$ cat src/rtl/matmul_tile_agu_v2.sv
// matmul_tile_agu_v2 -- tile address generator for a blocked matrix multiply.
//
// For a job of M x N output tiles with K reduction steps it emits, in order:
//   for mi, for ni: { for ki: A(mi,ki), B(ki,ni) } then C(mi,ni)
// Disabled phases (phase_en) are skipped without bubbles. Addresses are built
// from accumulating row/column offsets, so there are no multipliers.
//
// Ports
//   clk, rst              : clock, synchronous active-high reset
//   start, abort          : job launch (IDLE only) / cancel running job
//   cfg_m/n/k             : tile counts, latched in INIT
//   base_*/stride_*       : per-matrix base and row stride, latched in INIT
//   phase_en              : bit0 A, bit1 B, bit2 C
//   addr_valid/ready      : valid/ready handshake for addr, addr_id, addr_last
//   busy, done            : job active / one-cycle completion pulse

package matmul_tile_agu_v2_pkg;
  typedef enum logic [1:0] {MAT_INVALID = 2'd0, MAT_A = 2'd1, MAT_B = 2'd2, MAT_C = 2'd3} matrix_id_t;
  typedef enum logic [1:0] {AGU_IDLE = 2'd0, AGU_INIT = 2'd1, AGU_GEN = 2'd2} tile_agu_state_t;
  typedef enum logic [1:0] {PH_A = 2'd0, PH_B = 2'd1, PH_C = 2'd2} tile_phase_t;
endpackage

module matmul_tile_agu_v2
  import matmul_tile_agu_v2_pkg::*;
#(
  parameter int ADDR_W    = 16,
  parameter int DIM_W     = 8,
  parameter int TILE_SIZE = 16
) (
  input  logic              clk,
  input  logic              rst,
  input  logic              start,
  input  logic              abort,
  input  logic [DIM_W-1:0]  cfg_m,
  input  logic [DIM_W-1:0]  cfg_n,
  input  logic [DIM_W-1:0]  cfg_k,
  input  logic [ADDR_W-1:0] base_a,
  input  logic [ADDR_W-1:0] base_b,
  input  logic [ADDR_W-1:0] base_c,
  input  logic [ADDR_W-1:0] stride_a,
  input  logic [ADDR_W-1:0] stride_b,
  input  logic [ADDR_W-1:0] stride_c,
  input  logic [2:0]        phase_en,
  input  logic              addr_ready,
  output logic              addr_valid,
  output logic [ADDR_W-1:0] addr,
  output matrix_id_t        addr_id,
  output logic              addr_last,
  output logic              busy,
  output logic              done
);

  localparam logic [ADDR_W-1:0] TILE = ADDR_W'(TILE_SIZE);
  localparam logic [DIM_W-1:0]  ONE  = DIM_W'(1);

  tile_agu_state_t state, state_nxt;
  tile_phase_t     ph;
  logic            done_r, done_nxt;

  // latched job config
  logic [DIM_W-1:0]  m_r, n_r, k_r;
  logic [ADDR_W-1:0] base_a_r, base_b_r, base_c_r;
  logic [ADDR_W-1:0] stride_a_r, stride_b_r, stride_c_r;
  logic [2:0]        en_r;

  // loop counters and accumulated offsets
  logic [DIM_W-1:0]  mi, ni, ki;
  logic [ADDR_W-1:0] row_a;   // mi*stride_a
  logic [ADDR_W-1:0] row_c;   // mi*stride_c
  logic [ADDR_W-1:0] koff;    // ki*TILE
  logic [ADDR_W-1:0] kb;      // ki*stride_b
  logic [ADDR_W-1:0] ncol;    // ni*TILE

  logic xfer, is_last, k_end, n_end, m_end, empty_in;

  // First phase of an (mi,ni) block; C alone skips the k loop entirely.
  function automatic tile_phase_t first_phase(input logic [2:0] en);
    if (en[0])      return PH_A;
    else if (en[1]) return PH_B;
    else            return PH_C;
  endfunction

  assign empty_in = (cfg_m == '0) || (cfg_n == '0) || (cfg_k == '0) || (phase_en == 3'b000);
  assign xfer     = (state == AGU_GEN) && addr_ready;
  assign k_end    = (ki == k_r - ONE);
  assign n_end    = (ni == n_r - ONE);
  assign m_end    = (mi == m_r - ONE);
  // Final address: last (mi,ni) block, and either its C or, with C off,
  // the last enabled of A/B at ki=K-1.
  assign is_last  = m_end && n_end &&
                    ((ph == PH_C) || (k_end && !en_r[2] && ((ph == PH_B) || !en_r[1])));

  always_comb begin
    state_nxt = state;
    done_nxt  = 1'b0;
    case (state)
      AGU_IDLE: if (start) state_nxt = AGU_INIT;
      AGU_INIT: begin
        if (abort) state_nxt = AGU_IDLE;
        else if (empty_in) begin
          // nothing to emit: finish straight away
          state_nxt = AGU_IDLE;
          done_nxt  = 1'b1;
        end else state_nxt = AGU_GEN;
      end
      AGU_GEN: begin
        if (abort) state_nxt = AGU_IDLE;
        else if (xfer && is_last) begin
          state_nxt = AGU_IDLE;
          done_nxt  = 1'b1;
        end
      end
      default: state_nxt = AGU_IDLE;
    endcase
  end

  always_ff @(posedge clk) begin
    if (rst) begin
      state      <= AGU_IDLE;
      done_r     <= 1'b0;
      ph         <= PH_A;
      m_r        <= '0;
      n_r        <= '0;
      k_r        <= '0;
      base_a_r   <= '0;
      base_b_r   <= '0;
      base_c_r   <= '0;
      stride_a_r <= '0;
      stride_b_r <= '0;
      stride_c_r <= '0;
      en_r       <= '0;
      mi         <= '0;
      ni         <= '0;
      ki         <= '0;
      row_a      <= '0;
      row_c      <= '0;
      koff       <= '0;
      kb         <= '0;
      ncol       <= '0;
    end else begin
      state  <= state_nxt;
      done_r <= done_nxt;
      if (state == AGU_INIT) begin
        m_r        <= cfg_m;
        n_r        <= cfg_n;
        k_r        <= cfg_k;
        base_a_r   <= base_a;
        base_b_r   <= base_b;
        base_c_r   <= base_c;
        stride_a_r <= stride_a;
        stride_b_r <= stride_b;
        stride_c_r <= stride_c;
        en_r       <= phase_en;
        ph         <= first_phase(phase_en);
        mi         <= '0;
        ni         <= '0;
        ki         <= '0;
        row_a      <= '0;
        row_c      <= '0;
        koff       <= '0;
        kb         <= '0;
        ncol       <= '0;
      end else if (xfer && !abort) begin
        if (ph == PH_A && en_r[1]) begin
          ph <= PH_B;
        end else if (ph != PH_C && !k_end) begin
          // next reduction step; A/B phase implies en_r[1:0] != 0
          ki   <= ki + ONE;
          koff <= koff + TILE;
          kb   <= kb + stride_b_r;
          ph   <= en_r[0] ? PH_A : PH_B;
        end else if (ph != PH_C && en_r[2]) begin
          ph <= PH_C;
        end else begin
          // block (mi,ni) finished: rewind k, step n then m
          ki   <= '0;
          koff <= '0;
          kb   <= '0;
          ph   <= first_phase(en_r);
          if (!n_end) begin
            ni   <= ni + ONE;
            ncol <= ncol + TILE;
          end else begin
            ni    <= '0;
            ncol  <= '0;
            mi    <= mi + ONE;
            row_a <= row_a + stride_a_r;
            row_c <= row_c + stride_c_r;
          end
        end
      end
    end
  end

  // Outputs are decoded from held registers, so they stay stable under stall.
  always_comb begin
    addr_valid = 1'b0;
    addr       = '0;
    addr_id    = MAT_INVALID;
    addr_last  = 1'b0;
    if (state == AGU_GEN) begin
      addr_valid = 1'b1;
      addr_last  = is_last;
      case (ph)
        PH_A: begin addr = base_a_r + row_a + koff; addr_id = MAT_A; end
        PH_B: begin addr = base_b_r + kb + ncol;    addr_id = MAT_B; end
        default: begin addr = base_c_r + row_c + ncol; addr_id = MAT_C; end
      endcase
    end
  end

  assign busy = (state != AGU_IDLE);
  assign done = done_r;

endmodule

$ cat config.mk
export PLATFORM = sky130hd
export DESIGN_NAME = matmul_tile_agu_v2
export DESIGN_NICKNAME = d
export VERILOG_FILES = /design/src/rtl/matmul_tile_agu_v2.sv
export SDC_FILE = /design/constraint.sdc
export NUM_CORES = 1
export LEC_CHECK = 0
export BUFFER_PORTS_ARGS = -buffer_cell sky130_fd_sc_hd__buf_2
export CAP_MARGIN = 5
export CORE_MARGIN = 2
export CORE_UTILIZATION = 50
export CTS_CLUSTER_DIAMETER = 120
export CTS_CLUSTER_SIZE = 14
export DETAILED_ROUTE_END_ITERATION = 10
export PLACE_DENSITY = 0.72
export SYNTH_ARGS = -nofsm -noshare
export SYNTH_HDL_FRONTEND = slang
export SYNTH_SLANG_ARGS = --single-unit
export TNS_END_PERCENT = 10
$ cat constraint.sdc
create_clock -name clk -period 4.7 [get_ports clk]
set_input_delay 0 -clock clk [delete_from_list [all_inputs] [get_ports clk]]
set_output_delay 0 -clock clk [all_outputs]
set_load 0.01 [all_outputs]
# Word level (Yosys, flattened, before mapping)
# Index checks and enable logic that the tools add are counted.
# classes
addsub,17
eq_ne,11
n_mux,34
bitwise_logic,3
n_reduce_logical,32
# ops
op,count
$add 16x16->16,9
$mux 16,5
$add 16x5->16 const B,2
$pmux 16 s2,1
$mux 2,15
$add 8x1->8 const B,3
$eq 8x8->1,3
$logic_not 8->1,3
$mux 8,3
$sub 8x1->8 const B,3
$logic_and 1x1->1,10
$mux 1,7
$ne 2x2->1 const B,3
$pmux 2 s3,1
$logic_or 1x1->1,5
$reduce_and 5->1,1
$eq 2x1->1 const B,2
$eq 2x2->1 const B,2
$logic_not 1->1,4
$logic_not 2->1,2
$pmux 2 s2,1
$reduce_and 4->1,1
$reduce_bool 2->1,2
$logic_not 3->1,1
6 further kinds,8
# totals
register_bits,232
in_bits,128
out_inout_bits,22
wordCells,118

# Logic depth before layout (Yosys ltp)
# Gate-level depths: netlist of the first run.
# depth
word_depth,10
mapped_depth,13
ltp_nobuf,11

# Least setup slack after synthesis of the first run
# No wires, ideal clock.
# synth_path
path_type,register -> output
startpoint,register ncol[4]
endpoint,output port addr[14]
arrival_time_ns,3.145
t_required_ns,4.700
path_slack_ns,1.555
stages_incl_launch_ff,11
path_buffers,0
path_cell_list,dfxtp_1 -> fa_1 -> ha_1 -> o21a_1 -> a2111oi_0 -> o31ai_1 -> o41ai_1 -> o21ai_0 -> xor2_1 -> nand2_1 -> a221oi_1
# synth_via
elab_chain_cells,3
word_cells_on_any_way,4
classes_between,2 x add/sub; 2 x mux
# synth_lines
element,line_no,text
"start, declared",72,logic [ADDR_W-1:0] ncol;
"start signal, assigned",182,ncol <= ncol + TILE;
$add 16x16->16 (on tied branches),"207, 206",
$pmux 16 s2 (*),204,case (ph)
$mux 16 (*),201,if (state == AGU_GEN) begin
"end, declared",46,"output logic [ADDR_W-1:0] addr,"
# Mark *: on every way between the ends. The rest lies on a longest branch, timed or not.

# Worst setup path after layout of the first run
# Same ends and word-level chain as after synthesis.

==> flow_metrics.env, run 1 <==
export IMPL_final_util=0.622
export IMPL_worstHoldPathType="in2reg"
export IMPL_grt_pass1_vias=12300
export IMPL_fin_cells=2264
export IMPL_yosysUniqueCellTypes=70
export IMPL_min_period_ps=4370
export IMPL_grt_total_usage=0.252
export IMPL_h_tree_depth=1
export IMPL_wl_met3_mm=1.78
export IMPL_vias=12700
export IMPL_peakVddDrop_mv=0.264
export IMPL_wirelength_mm=37.9
export IMPL_grt_pass1_wl_mm=60.4
export IMPL_top_layer="met4"
export IMPL_drive_gt1_frac=0.108
export IMPL_clkLatencyLatePin_ps=510
export IMPL_clockBufferDepth=3
export IMPL_syn_nets=1891
export IMPL_placementRows=61
export IMPL_dr_pass1_iters=5
export IMPL_crit_fanout=8
export IMPL_ant_nets=0
export IMPL_dieArea_sq_um=29600
export IMPL_hold_viol=0
export IMPL_final_setup_viol_count=0
export IMPL_intPower_w=0.00306
export IMPL_fmax_ghz=0.229
export IMPL_nets=2165
export IMPL_critPathMaxStageDelay_ps=580
export IMPL_grt_max_degree=95
export IMPL_min_from="base_c[0]"
export IMPL_register_area_sq_um=4480
export IMPL_syn2layout_area_growth_pct=22.1
export IMPL_num_antenna_cells=0
export IMPL_reg2reg_setup_slack_ps=1390
export IMPL_design_core_area_sq_um=27800
export IMPL_slowest_stage="a2111oi_1"
export IMPL_crit_path_start_kind="flop"
export IMPL_finClkSkew_ps=22.6
export IMPL_pwr_share_comb=0.178
export IMPL_root_buffer="clkbuf_16"
export IMPL_multi_input_area_sq_um=9260
export IMPL_die_x_um=172
export IMPL_gp_congestion=0.907
export IMPL_synth_seq_cells=224
export IMPL_ys_flop_type="dfxtp_1"
export IMPL_cts_setup_buffers=0
export IMPL_numCtsBuffers=19
export IMPL_hold_path_end="base_c_r[0]$_SDFFE_PP0P_"
export IMPL_worst_r2r_path_depth=12
export IMPL_period_share=0.929
export IMPL_portBuffers=149
export IMPL_routed_via_density=5.59
export IMPL_wl_met2_mm=17.5
export IMPL_ys_seq_area_frac=0.317
export IMPL_worst_setup_path_end_kind="primary output"
export IMPL_rr_startpoint="state[0]$_SDFFE_PP0P_"
export IMPL_fin_setup_tns_ps=0
export IMPL_drt_met1_wl_mm=17.5
export IMPL_power_density_nw_per_um2=244
export IMPL_pin_count=150
export IMPL_rsz0062_at_grt="no"
export IMPL_clkPwrFrac=0.336
export IMPL_seq_power_share=0.486
export IMPL_max_cap_viol_count=0
export IMPL_crit_chain="fa_1 -> ha_1 -> o21a_1 -> a2111oi_1 -> o31ai_1 -> o41ai_2 -> o21ai_0 -> xor2_1 -> nand2_1 -> a221oi_1 -> buf_2"
export IMPL_fill_cells=2331
export IMPL_leakage_nw=7.41
export IMPL_slew_headroom=0.214
export IMPL_power_w=0.00421
export IMPL_worstReg2RegEnd="row_c[12]$_SDFFE_PP0P_"
export IMPL_avgSynthCellArea_sq_um=8.76
export IMPL_drt_wirelength_per_cell_um=16.8
export IMPL_syn_inst=1614
export IMPL_cts_tree="yes"
export IMPL_clkTransAtPathRegs_ps=80
export IMPL_yosys_warnings=0
export IMPL_overflow=0
export IMPL_drtIter0Drc=734
export IMPL_critPathRequiredTime_ps=4700
export IMPL_clock_sinks=224
export IMPL_worst_slew_pin_slew_ps=1160
export IMPL_hold_path_depth=4
export IMPL_start_util=0.509
export IMPL_syn_area_sq_um=14100
export IMPL_crit_arrival_ps=4370
export IMPL_path_class="reg2out"
export IMPL_synth_edf_count=0
export IMPL_ys_async_sr_fraction=0
export IMPL_antenna_found_initial=0
export IMPL_status="complete, no violations"
export IMPL_p_sw_frac=0.274
export IMPL_dp_hpwl_mm=26.5
export IMPL_drc=0
export IMPL_die_h_um=172
export IMPL_p_sw_w=0.00115
export IMPL_finalMaxSlewViolations=0
export IMPL_dp_cells=2087
==> layer usage <==
layer | vias to the layer above | GRT usage
met2 | 333 | 0.426
met3 | 69 | 0.0284
li1 | 6249 | -
met5 | - | 0
met1 | 6016 | 0.339
met4 | 0 | 0.0807
==> cell usage in the layout (no fill, tap or decap), drive strengths merged, types with 7 or more instances in the layout <==
| cell type | n |
|---|---|
| a211oi | 32 |
| a21o | 14 |
| a21oi | 96 |
| a22oi | 14 |
| a31oi | 10 |
| and3 | 10 |
| buf | 161 |
| clkbuf | 19 |
| dfxtp | 224 |
| dlygate4sd3 | 158 |
| fa | 39 |
| ha | 110 |
| inv | 41 |
| mux2i | 132 |
| nand2 | 115 |
| nand2b | 9 |
| nand3 | 29 |
| nand3b | 7 |
| nand4 | 17 |
| nor2 | 275 |
| nor3 | 41 |
| nor4 | 20 |
| o211ai | 7 |
| o21a | 14 |
| o21ai | 41 |
| o21bai | 9 |
| or3 | 10 |
| xnor2 | 90 |
| xor2 | 52 |
==> cells by family after synthesis <==
| family | synth area share |
|---|---|
| flops | 0.317 |
| simple gates | 0.174 |
| mux | 0.0958 |
| compound gates | 0.143 |
| xor+xnor | 0.0879 |
| buf+inv | 0.0299 |
| fa+ha+maj | 0.153 |
==> how the worst max path moves through the flow <==
| stage | startpoint | endpoint | slack (ps) | depth (start not counted) |
|---|---|---|---|---|
| after floorplan | ncol[4]$_SDFFE_PP0P_ | addr[14] | 1560 | 10 |
| after global placement | ncol[4]$_SDFFE_PP0P_ | addr[14] | 810 | 11 |
| after detailed placement | ncol[4]$_SDFFE_PP0P_ | addr[14] | 700 | 11 |
| after CTS | ncol[4]$_SDFFE_PP0P_ | addr[14] | 140 | 11 |
| after global routing | ncol[4]$_SDFFE_PP0P_ | addr[14] | 150 | 11 |
| final | ncol[4]$_SDFFE_PP0P_ | addr[14] | 330 | 11 |
==> power groups by stage <==
stage	registers [W]	logic, W	clock network (W)
CTS	0.00204	0.000736	0.00144
finish	0.00205	0.000750	0.00142
global route	0.00205	0.000819	0.00151
detailed placement	0.00209	0.000627	0
global placement	0.00209	0.000612	0
floorplan	0.00206	0.000469	0
==> cell usage after synthesis (11+ instances only) <==
cell type  count  area, sq um
nand4_1       16          100
buf_2         11         55.1
buf_1         18         67.6
ha_1         110         1380
a22oi_1       14          105
nand2_1      115          432
xor2_1        52          455
a21oi_1       95          475
nand3_1       29          145
xnor2_1       90          788
dfxtp_1      224         4480
a21o_1        14          105
o21a_1        14          105
o21ai_0       41          205
nor4_1        17          106
mux2i_1      132         1320
inv_1         41          154
clkbuf_1      36          135
a211oi_1      31          233
fa_1          39          781
nor3_1        40          200
nor2_1       275         1030
==> layout make-up <==
| type | count | share of cell area |
|---|---|---|
| clock buffer | 19 | 0.0275 |
| inverter | 42 | 0.00913 |
| multi-input combinational | 1282 | 0.536 |
| sequential | 224 | 0.260 |
| tap | 378 | 0.0274 |
| timing repair buffer | 319 | 0.140 |
==> through the flow <==
step	hold WS [ps]	area, sq um	setup slack (ps)
floorplan	148	14100	1560
global placement	233	15200	807
detailed placement	240	15200	697
CTS	237	17300	138
global route	265	17300	152
finish	252	17300	332
==> worst max-delay path: cells and delay by family (launching register included) <==
kind	cells	cell delay [ps]
XOR/XNOR	1	150
AO/OA/AOI/OAI	6	1980
adder cells (fa/ha/maj)	2	860
AND/OR/NAND/NOR	1	60
flip-flops	1	570
buffers and inverters	1	240
==> state kept, by name (all words and copies together) (netlist names) <==
signal,flops
base_c_r,16
m_r,8
ki,8
koff,12
en_r,3
ni,8
done,1
stride_b_r,16
state,2
ncol,12
k_r,8
stride_c_r,16
base_a_r,16
row_c,16
ph,2
stride_a_r,16
mi,8
base_b_r,16
n_r,8
kb,16
row_a,16
==> repair_timing <==
action | in CTS | in global routing
gates resized for setup | 0 | 2
endpoints found under the hold margin | 128 | 0
hold buffers | 158 | 0
setup endpoints to repair | 0 | 1
No activity file was read; power rests on OpenSTA's default activity.
==> run 2: changes to the inputs <==
--- a/config.mk
+++ b/config.mk
@@ -8,11 +8,11 @@
 export BUFFER_PORTS_ARGS = -buffer_cell sky130_fd_sc_hd__buf_2
 export CAP_MARGIN = 5
 export CORE_MARGIN = 2
-export CORE_UTILIZATION = 50
+export CORE_UTILIZATION = 65
 export CTS_CLUSTER_DIAMETER = 120
 export CTS_CLUSTER_SIZE = 14
 export DETAILED_ROUTE_END_ITERATION = 10
-export PLACE_DENSITY = 0.72
+export PLACE_DENSITY = 0.89
 export SYNTH_ARGS = -nofsm -noshare
 export SYNTH_HDL_FRONTEND = slang
 export SYNTH_SLANG_ARGS = --single-unit
==> run 2 against run 1 <==
Effect of this change:
- the run now ends with negative hold slack left
- setup slack improved by 32 ps
- register-to-register slack got worse by 20 ps
- clock skew fell by 12 ps
- die area fell by 23%
- utilization rose by 17 points
- sequential share of layout area rose by 0.68 points
- critical endpoint unchanged
- largest cell class unchanged
- flip-flop and latch count did not move
- combinational power fell by 1%
==> flow_metrics.env, run 2 (synthesis results as in run 1) <==
export IMPL_status="complete, but fails checks"
export IMPL_failed_checks="negative hold slack"
export IMPL_final_common_cell="nor2_1"
export IMPL_cp_top_family="compound AO/OA/AOI/OAI gates"
export IMPL_drtIter0Drc=1002
export IMPL_p_sw_w=0.00115
export IMPL_numCtsBuffers=19
export IMPL_intPower_w=0.00304
export IMPL_dp_hpwl_mm=26.4
export IMPL_wl_met2_mm=20.0
export IMPL_overflow=0
export IMPL_nets=2132
export IMPL_crit_path_start_kind="flop"
export IMPL_crit_fanout=8
export IMPL_wirelength_mm=40.5
export IMPL_critPathMaxStageDelay_ps=590
export IMPL_max_cap_viol_count=0
export IMPL_clock_sinks=224
export IMPL_die_x_um=152
export IMPL_placementRows=53
export IMPL_period_share=0.922
export IMPL_leakage_nw=7.20
export IMPL_grt_max_degree=72
export IMPL_critPathRequiredTime_ps=4700
export IMPL_slew_headroom=0.198
export IMPL_design_core_area_sq_um=21200
export IMPL_grt_total_usage=0.348
export IMPL_final_cell_mix="nor2_1, dfxtp_1, buf_2"
export IMPL_antenna_found_initial=2
export IMPL_dp_cells=1983
export IMPL_top_layer="met4"
export IMPL_cts_setup_buffers=0
export IMPL_slowest_stage="dfxtp_1"
export IMPL_peakVddDrop_mv=0.267
export IMPL_fin_setup_tns_ps=0
export IMPL_p_sw_frac=0.275
export IMPL_timing_hold_ws_ps=-3.15
export IMPL_path_class="reg2out"
export IMPL_clkPwrFrac=0.335
export IMPL_worst_setup_path_end_kind="primary output"
export IMPL_h_tree_depth=1
export IMPL_drt_wirelength_per_cell_um=19.0
export IMPL_drive_gt1_frac=0.109
export IMPL_start_util=0.666
export IMPL_seq_power_share=0.488
export IMPL_pre_cts_ws_ps=777
export IMPL_dr_pass1_iters=5
export IMPL_dieArea_sq_um=23000
export IMPL_crit_arrival_ps=4340
export IMPL_final_setup_viol_count=0
export IMPL_portBuffers=149
export IMPL_pwr_share_comb=0.177
export IMPL_worstHoldPathType="in2reg"
export IMPL_hold_viol=2
export IMPL_fmax_ghz=0.231
export IMPL_worst_slew_pin_slew_ps=1190
export IMPL_crit_chain="fa_1 -> ha_1 -> o21a_1 -> a2111oi_1 -> o31ai_1 -> o41ai_2 -> o21ai_0 -> xor2_1 -> nand2_1 -> a221oi_1 -> buf_2"
export IMPL_wl_met3_mm=2.97
export IMPL_drc=0
export IMPL_clockBufferDepth=3
export IMPL_grt_pass1_wl_mm=64.1
export IMPL_drt_met1_wl_mm=16.1
export IMPL_finClkSkew_ps=10.7
export IMPL_setup_ws_ps=364
export IMPL_syn2layout_area_growth_pct=19.0
export IMPL_power_w=0.00419
export IMPL_fin_cells=2132
export IMPL_finalMaxSlewViolations=0
export IMPL_cts_tree="yes"
export IMPL_grt_pass1_vias=12900
export IMPL_crit_buf_inv=1
export IMPL_routed_via_density=6.12
export IMPL_pin_count=150
export IMPL_gp_congestion=0.941
export IMPL_power_density_nw_per_um2=249
export IMPL_clkTransAtPathRegs_ps=70
export IMPL_die_h_um=152
export IMPL_rsz0062_at_grt="no"
export IMPL_root_buffer="clkbuf_16"
export IMPL_vias=13100
export IMPL_min_period_ps=4340
export IMPL_ant_nets=0
export IMPL_clkLatencyLatePin_ps=510
[run 2: changes by cell type in the layout (fill, tap and decap cells not counted)]
cell / previous run / this run
buf_4: 13 / 12
inv_6: 0 / 1
diode_2: 0 / 3
dlygate4sd3_1: 158 / 126
[run 2: area by class of cell]
| type | count | area, sq um |
|---|---|---|
| Multi-Input combinational cell | 1282 | 9260 |
| Sequential cell | 224 | 4480 |
| Fill cell | 1343 | 4390 |
| Timing Repair Buffer | 286 | 2090 |
| Clock buffer | 19 | 475 |
| Tap cell | 275 | 344 |
| Inverter | 42 | 158 |
| Clock inverter | 1 | 8.76 |
| Antenna cell | 3 | 7.51 |
[run 2: worst paths after layout]
path / startpoint / cells after the start / slack, ps / endpoint
worst min-delay path: rst / 2 / -3 / base_b_r[14]$_SDFFE_PP0P_
worst max register to register: k_r[0]$_SDFFE_PP0P_ / 10 / 1370 / koff[14]$_SDFFE_PP0P_
worst max-delay path: ncol[4]$_SDFFE_PP0P_ / 11 / 360 / addr[14]
worst min register to register: row_a[0]$_SDFFE_PP0P_ / 2 / 490 / row_a[0]$_SDFFE_PP0P_
[run 2: layer usage]
layer	vias up	global-route usage
met1	6185	0.423
li1	6177	-
met4	0	0.139
met3	121	0.0545
met2	567	0.619
met5	-	0
[run 2: what timing repair did]
| item | in CTS | in global routing |
|---|---|---|
| resized for setup | 0 | 2 |
| hold buffers | 126 | 0 |
| hold endpoints to repair | 128 | 0 |
| endpoints found under the setup margin | 0 | 1 |
[run 2: power groups by stage]
stage | registers, W | clock network [W] | logic, W
2_1_floorplan | 0.00206 | 0 | 0.000469
3_3_place_gp | 0.00208 | 0 | 0.000606
3_5_place_dp | 0.00209 | 0 | 0.000629
4_1_cts | 0.00204 | 0.00141 | 0.000714
5_1_grt | 0.00205 | 0.00148 | 0.000806
6_report | 0.00205 | 0.00140 | 0.000742
[run 2: per-stage QoR]
| stage | utilization | area [sq um] |
|---|---|---|
| 2_1_floorplan | - | 14100 |
| 3_3_place_gp | 0.710 | 15100 |
| 3_5_place_dp | 0.710 | 15100 |
| 4_1_cts | 0.793 | 16800 |
| 5_1_grt | 0.793 | 16800 |
| 6_report | 0.793 | 16800 |
